$ cat src/rtl/instruction_fetch_unit.sv
// Instruction fetch stage: PC, imem valid/ready requests, one-entry stall hold buffer, redirects.
// Define IFU_MISALIGN_TRAP_EN to trap (HALT) on misaligned redirect targets.
module instruction_fetch_unit #(
   parameter logic [31:0] RESET_PC  = 32'h0000_0000,
   parameter logic [31:0] NOP_INSTR = 32'h0000_0013
) (
   input  logic        clk,
   input  logic        rst,
   output logic        imem_req_valid,
   input  logic        imem_req_ready,
   output logic [31:0] imem_addr,
   input  logic        imem_rsp_valid,
   input  logic [31:0] imem_rsp_data,
   input  logic        stall,
   input  logic        redirect_valid,
   input  logic [31:0] redirect_pc,
   output logic [31:0] pc_out,
   output logic [31:0] instruction_out,
   output logic        instr_valid,
   output logic        fetch_misaligned
);

   localparam logic [2:0] REQ   = 3'd0;
   localparam logic [2:0] WAIT  = 3'd1;
   localparam logic [2:0] FULL  = 3'd2;
   localparam logic [2:0] DRAIN = 3'd3;
`ifdef IFU_MISALIGN_TRAP_EN
   localparam logic [2:0] HALT  = 3'd4;
`endif

   logic [2:0]  state, state_d;
   logic [31:0] pc, pc_d;
   logic [31:0] pc_out_d, instr_out_d;
   logic        valid_d;
   logic [31:0] hold_pc, hold_pc_d;
   logic [31:0] hold_instr, hold_instr_d;
   logic [31:0] redir_target;
   logic        redirect_live;
   logic        slot_free;

`ifdef IFU_MISALIGN_TRAP_EN
   logic misaligned_q, misaligned_d;
   logic redir_bad;

   assign redir_target     = redirect_pc;
   assign redir_bad        = redirect_pc[1:0] != 2'b00;
   assign redirect_live    = redirect_valid && (state != HALT);
   assign fetch_misaligned = misaligned_q;
`else
   logic unused_redirect_lsb;

   assign redir_target        = {redirect_pc[31:2], 2'b00};
   assign unused_redirect_lsb = ^redirect_pc[1:0];
   assign redirect_live       = redirect_valid;
   assign fetch_misaligned    = 1'b0;
`endif

   assign imem_req_valid = (state == REQ) && !rst;
   assign imem_addr      = pc;
   assign slot_free      = !instr_valid || !stall;

   always_comb begin
      state_d      = state;
      pc_d         = pc;
      pc_out_d     = pc_out;
      instr_out_d  = instruction_out;
      valid_d      = instr_valid;
      hold_pc_d    = hold_pc;
      hold_instr_d = hold_instr;
`ifdef IFU_MISALIGN_TRAP_EN
      misaligned_d = misaligned_q;
`endif

      // Decode took the presented instruction; a load below overrides this.
      if (instr_valid && !stall) begin
         valid_d     = 1'b0;
         instr_out_d = NOP_INSTR;
      end

      case (state)
         REQ: begin
            if (imem_req_ready) state_d = WAIT;
         end
         WAIT: begin
            if (imem_rsp_valid) begin
               if (slot_free) begin
                  pc_out_d    = pc;
                  instr_out_d = imem_rsp_data;
                  valid_d     = 1'b1;
                  pc_d        = pc + 32'd4;
                  state_d     = REQ;
               end else begin
                  hold_pc_d    = pc;
                  hold_instr_d = imem_rsp_data;
                  state_d      = FULL;
               end
            end
         end
         FULL: begin
            if (!stall) begin
               pc_out_d    = hold_pc;
               instr_out_d = hold_instr;
               valid_d     = 1'b1;
               pc_d        = pc + 32'd4;
               state_d     = REQ;
            end
         end
         DRAIN: begin
            if (imem_rsp_valid) state_d = REQ;
         end
`ifdef IFU_MISALIGN_TRAP_EN
         HALT: begin
            valid_d     = 1'b0;
            instr_out_d = NOP_INSTR;
         end
`endif
         default: state_d = REQ;
      endcase

      // Redirect wins; DRAIN only if a request is still owed a response after this edge.
      if (redirect_live) begin
         pc_d         = redir_target;
         valid_d      = 1'b0;
         instr_out_d  = NOP_INSTR;
         hold_pc_d    = 32'h0;
         hold_instr_d = 32'h0;
         if (state == DRAIN) begin
            state_d = imem_rsp_valid ? REQ : DRAIN;
         end else if ((state == WAIT && !imem_rsp_valid) || (state == REQ && imem_req_ready)) begin
            state_d = DRAIN;
         end else begin
            state_d = REQ;
         end
`ifdef IFU_MISALIGN_TRAP_EN
         if (redir_bad) begin
            misaligned_d = 1'b1;
            state_d      = HALT;
         end
`endif
      end
   end

   always_ff @(posedge clk or posedge rst) begin
      if (rst) begin
         state           <= REQ;
         pc              <= RESET_PC;
         pc_out          <= 32'h0;
         instruction_out <= NOP_INSTR;
         instr_valid     <= 1'b0;
         hold_pc         <= 32'h0;
         hold_instr      <= 32'h0;
      end else begin
         state           <= state_d;
         pc              <= pc_d;
         pc_out          <= pc_out_d;
         instruction_out <= instr_out_d;
         instr_valid     <= valid_d;
         hold_pc         <= hold_pc_d;
         hold_instr      <= hold_instr_d;
      end
   end

`ifdef IFU_MISALIGN_TRAP_EN
   always_ff @(posedge clk or posedge rst) begin
      if (rst) misaligned_q <= 1'b0;
      else     misaligned_q <= misaligned_d;
   end
`endif

endmodule

$ cat config.mk
export PLATFORM = sky130hd
export DESIGN_NAME = instruction_fetch_unit
export DESIGN_NICKNAME = d
export VERILOG_FILES = /design/src/rtl/instruction_fetch_unit.sv
export SDC_FILE = /design/constraint.sdc
export NUM_CORES = 1
export LEC_CHECK = 0
export CORE_MARGIN = 2
export CORE_UTILIZATION = 52
export DETAILED_ROUTE_END_ITERATION = 10
export GPL_ROUTABILITY_DRIVEN = 0
export PLACE_DENSITY = 0.83
export SLEW_MARGIN = 20
export SYNTH_ARGS = -nofsm -noshare
export SYNTH_HDL_FRONTEND = slang
export SYNTH_SLANG_ARGS = --single-unit
$ cat constraint.sdc
create_clock -name clk -period 6.3 [get_ports clk]
set_input_delay 1.26 -clock clk [delete_from_list [all_inputs] [get_ports clk]]
set_output_delay 1.26 -clock clk [all_outputs]
set_load 0.05 [all_outputs]
Word level (Yosys, flattened, before mapping)
Cells that the tools add are included.

cells by class
  muxes and demuxes = 39
  $add $sub $neg = 1
  equal/unequal tests = 12
  reduce and logical (&&, ||, !) cells = 19

operator list
  cell                   number
  $mux 32                20
  $pmux 32 s2            3
  $add 32x3->32 const B  1
  $mux 3                 5
  $ne 3x3->1 const B     5
  $pmux 3 s4             1
  $reduce_and 4->1       3
  $mux 2                 4
  $ne 2x2->1 const B     4
  $eq 3x2->1 const B     2
  $reduce_bool 2->1      3
  $mux 1                 5
  $logic_and 1x1->1      4
  $logic_not 1->1        4
  $eq 3x1->1 const B     1
  $logic_not 3->1        1
  $reduce_and 3->1       1
  $reduce_bool 3->1      1
  $logic_or 1x1->1       2
  $pmux 1 s2             1

word-level totals
  logic and storage cells = 78
  output and inout bits = 99
  input bits = 70
  register bits = 164

Depth between registers and ports, before layout
Gate-level depths: netlist of the first run.

  depth in word-level cells = 7
  depth in mapped cells = 10
  depth with buffers taken out = 7

Worst setup path after synthesis of the first run
OpenSTA, ideal clock, no wires.

  path kind = input to output
  from = input rst
  to = output imem_req_valid
  arrival time = 1,949 ps
  cell stages on the path = 1
  buffers on the path = 0
  data required time = 5,040 ps
  path slack = 3,091 ps
  path through = nor2b_1

between the ends
  longest elaborated chain between the ends = 2

RTL lines
  what                       line  source
  from (decl)                8     input logic rst,
  $logic_not 1->1 (no line)  --
  $logic_and 1x1->1          58    assign imem_req_valid = (state == REQ) && !rst;
  to (decl)                  9     output logic imem_req_valid,

No other way between the ends.

Worst setup path in the final report of the first run
Same ends and word-level chain as after synthesis.

==> results of run 1 <==
-- kinds of logic after synthesis --
family	Yosys count	synth area share (%)
simple gates	322	18.1
compound gates	263	17.4
flops	159	47.9
buf+inv	90	4.97
mux	64	8.19
xor+xnor	25	2.63
fa+ha+maj	5	0.752
other cells	1	0.0451
-- worst min-delay path: cells and delay by family (launching register included) --
family           cells  cell delay [ns]
AO/OA/AOI/OAI        1             0.06
flip-flops           1             0.34
AND/OR/NAND/NOR      1             0.05
-- state kept, by name, summed over array words and instances, names as in the netlist --
register / flops
hold_instr: 32
hold_pc: 31
imem_addr: 30
instr_valid: 1
instruction_out: 32
pc_out: 31
state: 2
-- per-layer routing --
metal | vias to the layer above | track usage, %
li1 | 3451 | -
met4 | 0 | 9.51
met1 | 3508 | 36.0
met2 | 271 | 41.3
met3 | 37 | 6.35
met5 | - | 0
-- per-stage QoR --
stage	instances	cell area (um2)	hold slack, ns	worst slack, ns	utilization (%)
after floorplan	931	8320	0.477	0.753	-
after global placement	1240	9960	0.459	2.30	63.2
after detailed placement	1240	9960	0.469	2.31	63.2
after CTS	1271	10600	0.483	2.35	67.0
after global routing	1271	10600	0.501	2.33	67.0
final	1271	10600	0.479	2.36	67.0
-- how the worst min path moves through the flow --
stage	to	slack [ns]
after floorplan	hold_pc[1]$_DFFE_PP0P_	0.48
after global placement	pc_out[16]$_DFFE_PP0P_	0.46
after detailed placement	pc_out[3]$_DFFE_PP0P_	0.47
after CTS	pc_out[3]$_DFFE_PP0P_	0.48
after global routing	pc_out[5]$_DFFE_PP0P_	0.50
final	pc_out[23]$_DFFE_PP0P_	0.48
-- cell type report --
class                           instances  area [um2]
Clock buffer                           22         464
Clock inverter                          9         134
Fill cell                            1264        5210
Inverter                                9        38.8
Multi-Input combinational cell        682        3970
Sequential cell                       159        3980
Tap cell                              216         270
Timing Repair Buffer                  174        1710
-- power groups by stage --
stage,sequential (W),combinational [W],clock [W]
after floorplan,0.00203,0.000666,0
after global placement,0.00141,0.00186,0
after detailed placement,0.00141,0.00189,0
after CTS,0.00140,0.00189,0.00106
after global routing,0.00143,0.00201,0.00111
final,0.00140,0.00189,0.00105
-- layout by cell type (no fill, tap or decap), drive strengths merged, types with 5 or more instances in the layout --
master,Yosys,final
nand2,219,219
inv,8,9
xor2,6,6
a31oi,5,5
xnor2,19,19
nor2,14,14
a21oi,154,154
nand3,39,39
buf,26,13
clkbuf,55,22
mux2i,32,32
nor3,8,8
nand4,13,13
and3,5,5
mux2,32,32
nor4,7,7
a211oi,28,28
o21ai,63,63
dfrtp,156,156
ha,5,5
clkdlybuf4s50,0,161
or3,5,5
==> summary.txt, run 1 <==
Die
  – DIE WIDTH: 130 um
  – # rows: 46
  – IO Count: 169
  – Die area: 0.0170 mm2
  – Core area: 0.0158 mm2
  – Initial core utilization: 52.7%
  – Die height: 130 um

Routing
  – Via/cell ratio: 5.72
  – Met2 Wirelength: 10.2 mm
  – Routed via count: 7267
  – Wire length per cell: 17.2 um
  – Number of routed nets with antenna violations: 0
  – Highest routed metal layer: met4
  – Iteration-0 DRC Markers: 632
  – Routed wire length: 21.9 mm
  – # DRC: 0
  – DR pass1 iterations: 7
  – Met3 Wirelength: 1.56 mm
  – Metal-1 WL: 9.67 mm

Logic synthesis
  – Top cell type's share of synthesized area: 46.9%
  – Post-synth EDFFs: 0
  – Top cells by count, synth: nand2_1, dfrtp_1, a21oi_1
  – Yosys top cell by area: dfrtp_1
  – Synth warnings: 0
  – Library cells used by synthesis: 54
  – Top-count cell post-synth: nand2_1
  – Mapped Area: 0.00832 mm2
  – Seq cells post-synth: 159
  – Main flop type after synthesis: dfrtp_1
  – Post-synth ARST share: 100%
  – Register area share after synthesis: 47.9%
  – Mapped Avg Cell Area: 8.95 um2
  – Dominant cells by area after synthesis: dfrtp_1, nand2_1, a21oi_1, mux2_2, mux2i_1
  – Cell count after synthesis: 929

Setup path
  – Worst path max stage delay: 0.80 ns
  – Critical Path Stages: 3
  – Worst flop-to-flop path endpoint: imem_addr[10]$_DFFE_PP0P_
  – Nature of the critical path startpoint: primary input
  – Worst path cell trace: clkdlybuf4s50_1 > nor2b_1 > clkdlybuf4s50_1
  – CP delay by family, top: buffers and inverters
  – Worst Setup SP: rst
  – WP data arrival: 2.68 ns
  – Critical path fanouts, max: 2
  – Buffer and inverter count on the worst path: 2
  – Crit path kind: primary input to output port
  – CP endpoint: imem_req_valid
  – Critical path required time: 5.04 ns
  – R2r startpoint: state[0]$_DFFE_PP0P_
  – CP dominant cell by count: clkdlybuf4s50_1
  – Reg-to-reg slack, setup: 2.90 ns
  – Setup crit end kind: output port
  – Slowest-stage cell, CP: clkdlybuf4s50_1
  – FF-to-FF path depth: 8

Clock tree
  – Reg clk slew, reported paths: 0.06 ns
  – Setup bufs post-CTS: 0
  – Skew-Pair Late Insertion Delay: 0.43 ns
  – CTS sink count: 159
  – H-Tree Depth: 4
  – CTS tree: built
  – Post-CTS Hold Fix Bufs: 0
  – Bufs on Longest Clock Path: 2
  – Inserted Clock Buffers: 17
  – Post-CTS Resized: 0
  – Root Driver: clkbuf_16

STA
  – Final setup fails: 0
  – Tcrit/Tclk final: 62.6%
  – Hold Violations, Final: 0
  – RSZ-0062 raised after global routing: no
  – Setup Total Neg Slack: 0 ns
  – Slew Viols, Final: 0
  – Min Clock Period, post-route: 3.94 ns
  – Layout Skew: 0.00779 ns
  – Relative slew slack: 24.1%
  – Maximum operating frequency: 254 MHz
  – Worst slew pin tran: 1.14 ns

Placement
  – DP HPWL: 13.5 mm
  – Port Buffer Count: 163

Cells and area
  – Layout cells sized above 1: 9.57%
  – # diodes: 0
  – Fin nets: 1118
  – Area grow syn2layout: 27.0%

Run
  – Maxcap violations: 0

Global route
  – Vias in the first global route: 6823
  – First-pass GRT wire length: 35.1 mm
  – Initial antenna violation count: 0
  – Total global-route track usage: 26.3%
  – Total global routing overflow: 0
  – Largest net degree at the start of global routing: 97

Power and ir drop
  – Pwr Density: 411 mW/mm2
  – Combinational share of power: 43.4%
  – Flop pwr share: 32.3%
  – Switching Fraction: 42.8%
  – Internal: 0.00249 W
  – Peak VDD IR: 0.000269 V
  – Leak: 4.19 nW
  – Net Switching: 0.00186 W
  – Clock Power Share: 24.3%
  – Total Power: 0.00434 W

Hold path
  – Hold path cells: 2
  – Hold Path Class: flop to flop
  – HP Start: pc_out[23]$_DFFE_PP0P_

Run status
  – Status: finished, final reports clean
(Power assumes the default switching activity.)
==> run 2: changes to the inputs <==
==> constraint.sdc (replaced) <==
create_clock -name clk -period 3.8 [get_ports clk]
set_input_delay 0.76 -clock clk [delete_from_list [all_inputs] [get_ports clk]]
set_output_delay 0.76 -clock clk [all_outputs]
set_load 0.05 [all_outputs]
==> run 2 against run 1 <==
Global-route usage grew 0.31 points; non-clock buffer count grew 7; combinational power grew 66%; first-iteration DRC count shrank 3.2%; highest routed layer unchanged; sequential power grew 67%; critical path depth is the same; clock skew grew 0.00062 ns; clock power grew 55%; flip-flop and latch count is the same; largest power group unchanged; die area is the same.
==> summary.txt, run 2 (same netlist as run 1, synthesis figures left out) <==
Run status
  – Status: finished, final reports clean (unchanged)

Setup path
  – CP delay by family, top: buffers and inverters (unchanged)
  – Slowest-stage cell, CP: clkdlybuf4s50_1 (unchanged)
  – Nature of the critical path startpoint: primary input (unchanged)
  – Critical Path Stages: 3 (unchanged)
  – Critical path fanouts, max: 2 (unchanged)
  – FF-to-FF path depth: 8 (unchanged)
  – WP data arrival: 2.17 ns (was 2.68 ns)
  – Worst path cell trace: clkdlybuf4s50_1 > nor2b_1 > clkdlybuf4s50_1 (unchanged)
  – CP dominant cell by count: clkdlybuf4s50_1 (unchanged)
  – Worst path max stage delay: 0.81 ns (was 0.80 ns)
  – Critical path required time: 3.04 ns (was 5.04 ns)
  – Setup crit end kind: output port (unchanged)
  – Crit path kind: primary input to output port (unchanged)
  – Buffer and inverter count on the worst path: 2 (unchanged)

Routing
  – Iteration-0 DRC Markers: 612 (was 632)
  – Routed wire length: 22.0 mm (was 21.9 mm)
  – Wire length per cell: 17.2 um (about the same)
  – Number of routed nets with antenna violations: 0 (unchanged)
  – DR pass1 iterations: 6 (was 7)
  – Routed via count: 7293 (was 7267)
  – Via/cell ratio: 5.70 (was 5.72)
  – # DRC: 0 (unchanged)

Cells and area
  – # diodes: 0 (unchanged)
  – Fill cells: 1292 (was 1264)
  – Fin nets: 1125 (was 1118)
  – Area of the multi-input gates: 0.00397 mm2 (unchanged)
  – Most common cell after layout, fill and taps aside: nand2_1 (unchanged)
  – Layout cells sized above 1: 10.3% (was 9.57%)
  – Area grow syn2layout: 27.3% (was 27.0%)
  – Sequential cell area: 0.00398 mm2 (unchanged)
  – Most frequent cells in the layout: nand2_1, clkdlybuf4s50_1, dfrtp_1 (unchanged)
  – Core Util, Final: 67.1% (was 67.0%)
  – Biggest regs: hold_instr: 32 flops, instruction_out: 32 flops (unchanged)

STA
  – Hold Violations, Final: 0 (unchanged)
  – Relative slew slack: 27.2% (was 24.1%)
  – Maximum operating frequency: 341 MHz
  – Slew Viols, Final: 0 (unchanged)
  – Final setup fails: 0 (unchanged)
  – RSZ-0062 raised after global routing: no (unchanged)
  – Min Clock Period, post-route: 2.93 ns
  – Minimum hold slack: 0.473 ns (was 0.479 ns)
  – Layout Skew: 0.00842 ns (was 0.00779 ns)
  – Setup Total Neg Slack: 0 ns (unchanged)
  – Tcrit/Tclk final: 77.2%
  – Worst slew pin tran: 1.09 ns (was 1.14 ns)

Hold path
  – Hold Path Class: flop to flop (unchanged)
  – Hold path cells: 2 (unchanged)

Clock tree
  – CTS sink count: 159 (unchanged)
  – Bufs on Longest Clock Path: 2 (unchanged)
  – Root Driver: clkbuf_16 (unchanged)
  – H-Tree Depth: 4 (unchanged)
  – Setup bufs post-CTS: 0 (unchanged)
  – Reg clk slew, reported paths: 0.06 ns (about the same)
  – Post-CTS Hold Fix Bufs: 0 (unchanged)
  – Inserted Clock Buffers: 17 (unchanged)
  – Post-CTS Resized: 0 (unchanged)
  – CTS tree: built (unchanged)
  – Skew-Pair Late Insertion Delay: 0.43 ns (about the same)

Global route
  – Total global routing overflow: 0 (unchanged)
  – Initial antenna violation count: 0 (unchanged)
  – Largest net degree at the start of global routing: 160 (was 97)
  – Vias in the first global route: 6892 (was 6823)
  – Total global-route track usage: 26.6% (was 26.3%)
  – First-pass GRT wire length: 35.6 mm (was 35.1 mm)

Die
  – Initial core utilization: 52.7% (unchanged)
  – Die area: 0.0170 mm2 (unchanged)
  – IO Count: 169 (unchanged)
  – DIE WIDTH: 130 um (unchanged)
  – # rows: 46 (unchanged)
  – Core area: 0.0158 mm2 (unchanged)
  – Die height: 130 um (unchanged)

Power and ir drop
  – Internal: 0.00402 W (was 0.00249 W)
  – Leak: 4.21 nW (was 4.19 nW)
  – Clock Power Share: 22.9% (was 24.3%)
  – Pwr Density: 671 mW/mm2 (was 411 mW/mm2)
  – Peak VDD IR: 0.000396 V (was 0.000269 V)
  – Flop pwr share: 33.0% (was 32.3%)
  – Switching Fraction: 43.4% (was 42.8%)
  – Net Switching: 0.00308 W (was 0.00186 W)
  – Combinational share of power: 44.2% (was 43.4%)

Placement
  – Port Buffer Count: 163 (unchanged)
  – DP HPWL: 13.7 mm (was 13.5 mm)

Run
  – Maxcap violations: 0 (unchanged)
[run 2: changes by cell type in the layout (fill, tap and decap cells not counted), sizes merged]
cell,change
buf,+7
clkinvlp,+2
inv,-2
clkinv,+3
bufinv,-2
[run 2: metal layers]
| metal | track usage, % | share of wire (%) | up-vias |
|---|---|---|---|
| li1 | - | - | 3455 |
| met1 | 37.0 | 43 | 3506 |
| met2 | 42.9 | 48 | 301 |
| met3 | 5.29 | 7.9 | 31 |
| met4 | 7.95 | 1.9 | 0 |
| met5 | 0 | 0 | - |
[run 2: worst min-delay path: stages, from the launching register on]
cell	delay [ns]
dfrtp_1	0.34
nand2_1	0.04
o21ai_0	0.05
[run 2: worst paths after layout]
check	end	slack [ns]	startpoint
max	imem_req_valid	0.87	rst
min	pc_out[23]$_DFFE_PP0P_	0.47	pc_out[23]$_DFFE_PP0P_
max reg2reg	imem_addr[16]$_DFFE_PP0P_	1.08	state[1]$_DFFE_PP0P_
min reg2reg	pc_out[23]$_DFFE_PP0P_	0.47	pc_out[23]$_DFFE_PP0P_
max in group asynchronous	state[0]$_DFFE_PP0P_	2.16	rst
min in group asynchronous	imem_addr[2]$_DFFE_PP0P_	0.91	rst
[run 2: area by class of cell]
cell class	count	area share (%)
Sequential cell	159	37.6
Timing Repair Buffer	181	16.7
Inverter	9	0.354
Clock inverter	10	0.827
Clock buffer	22	4.48
Multi-Input combinational cell	682	37.4
Tap cell	216	2.55
[run 2: power groups by stage]
stage,logic (W),clock network [W],registers [W]
after floorplan,0.00111,0,0.00336
after global placement,0.00310,0,0.00236
after detailed placement,0.00314,0,0.00236
after CTS,0.00315,0.00164,0.00234
after global routing,0.00334,0.00172,0.00239
final,0.00314,0.00163,0.00234
[run 2: stage by stage]
stage | total power [W] | cell area (um2) | worst slack [ns] | instances
finish | 0.00711 | 10600 | 0.866 | 1279
global route | 0.00746 | 10600 | 0.770 | 1279
CTS | 0.00713 | 10600 | 0.850 | 1279
detailed placement | 0.00550 | 10000 | 0.850 | 1247
global placement | 0.00545 | 10000 | 0.887 | 1247
floorplan | 0.00447 | 8330 | 1.03 | 931
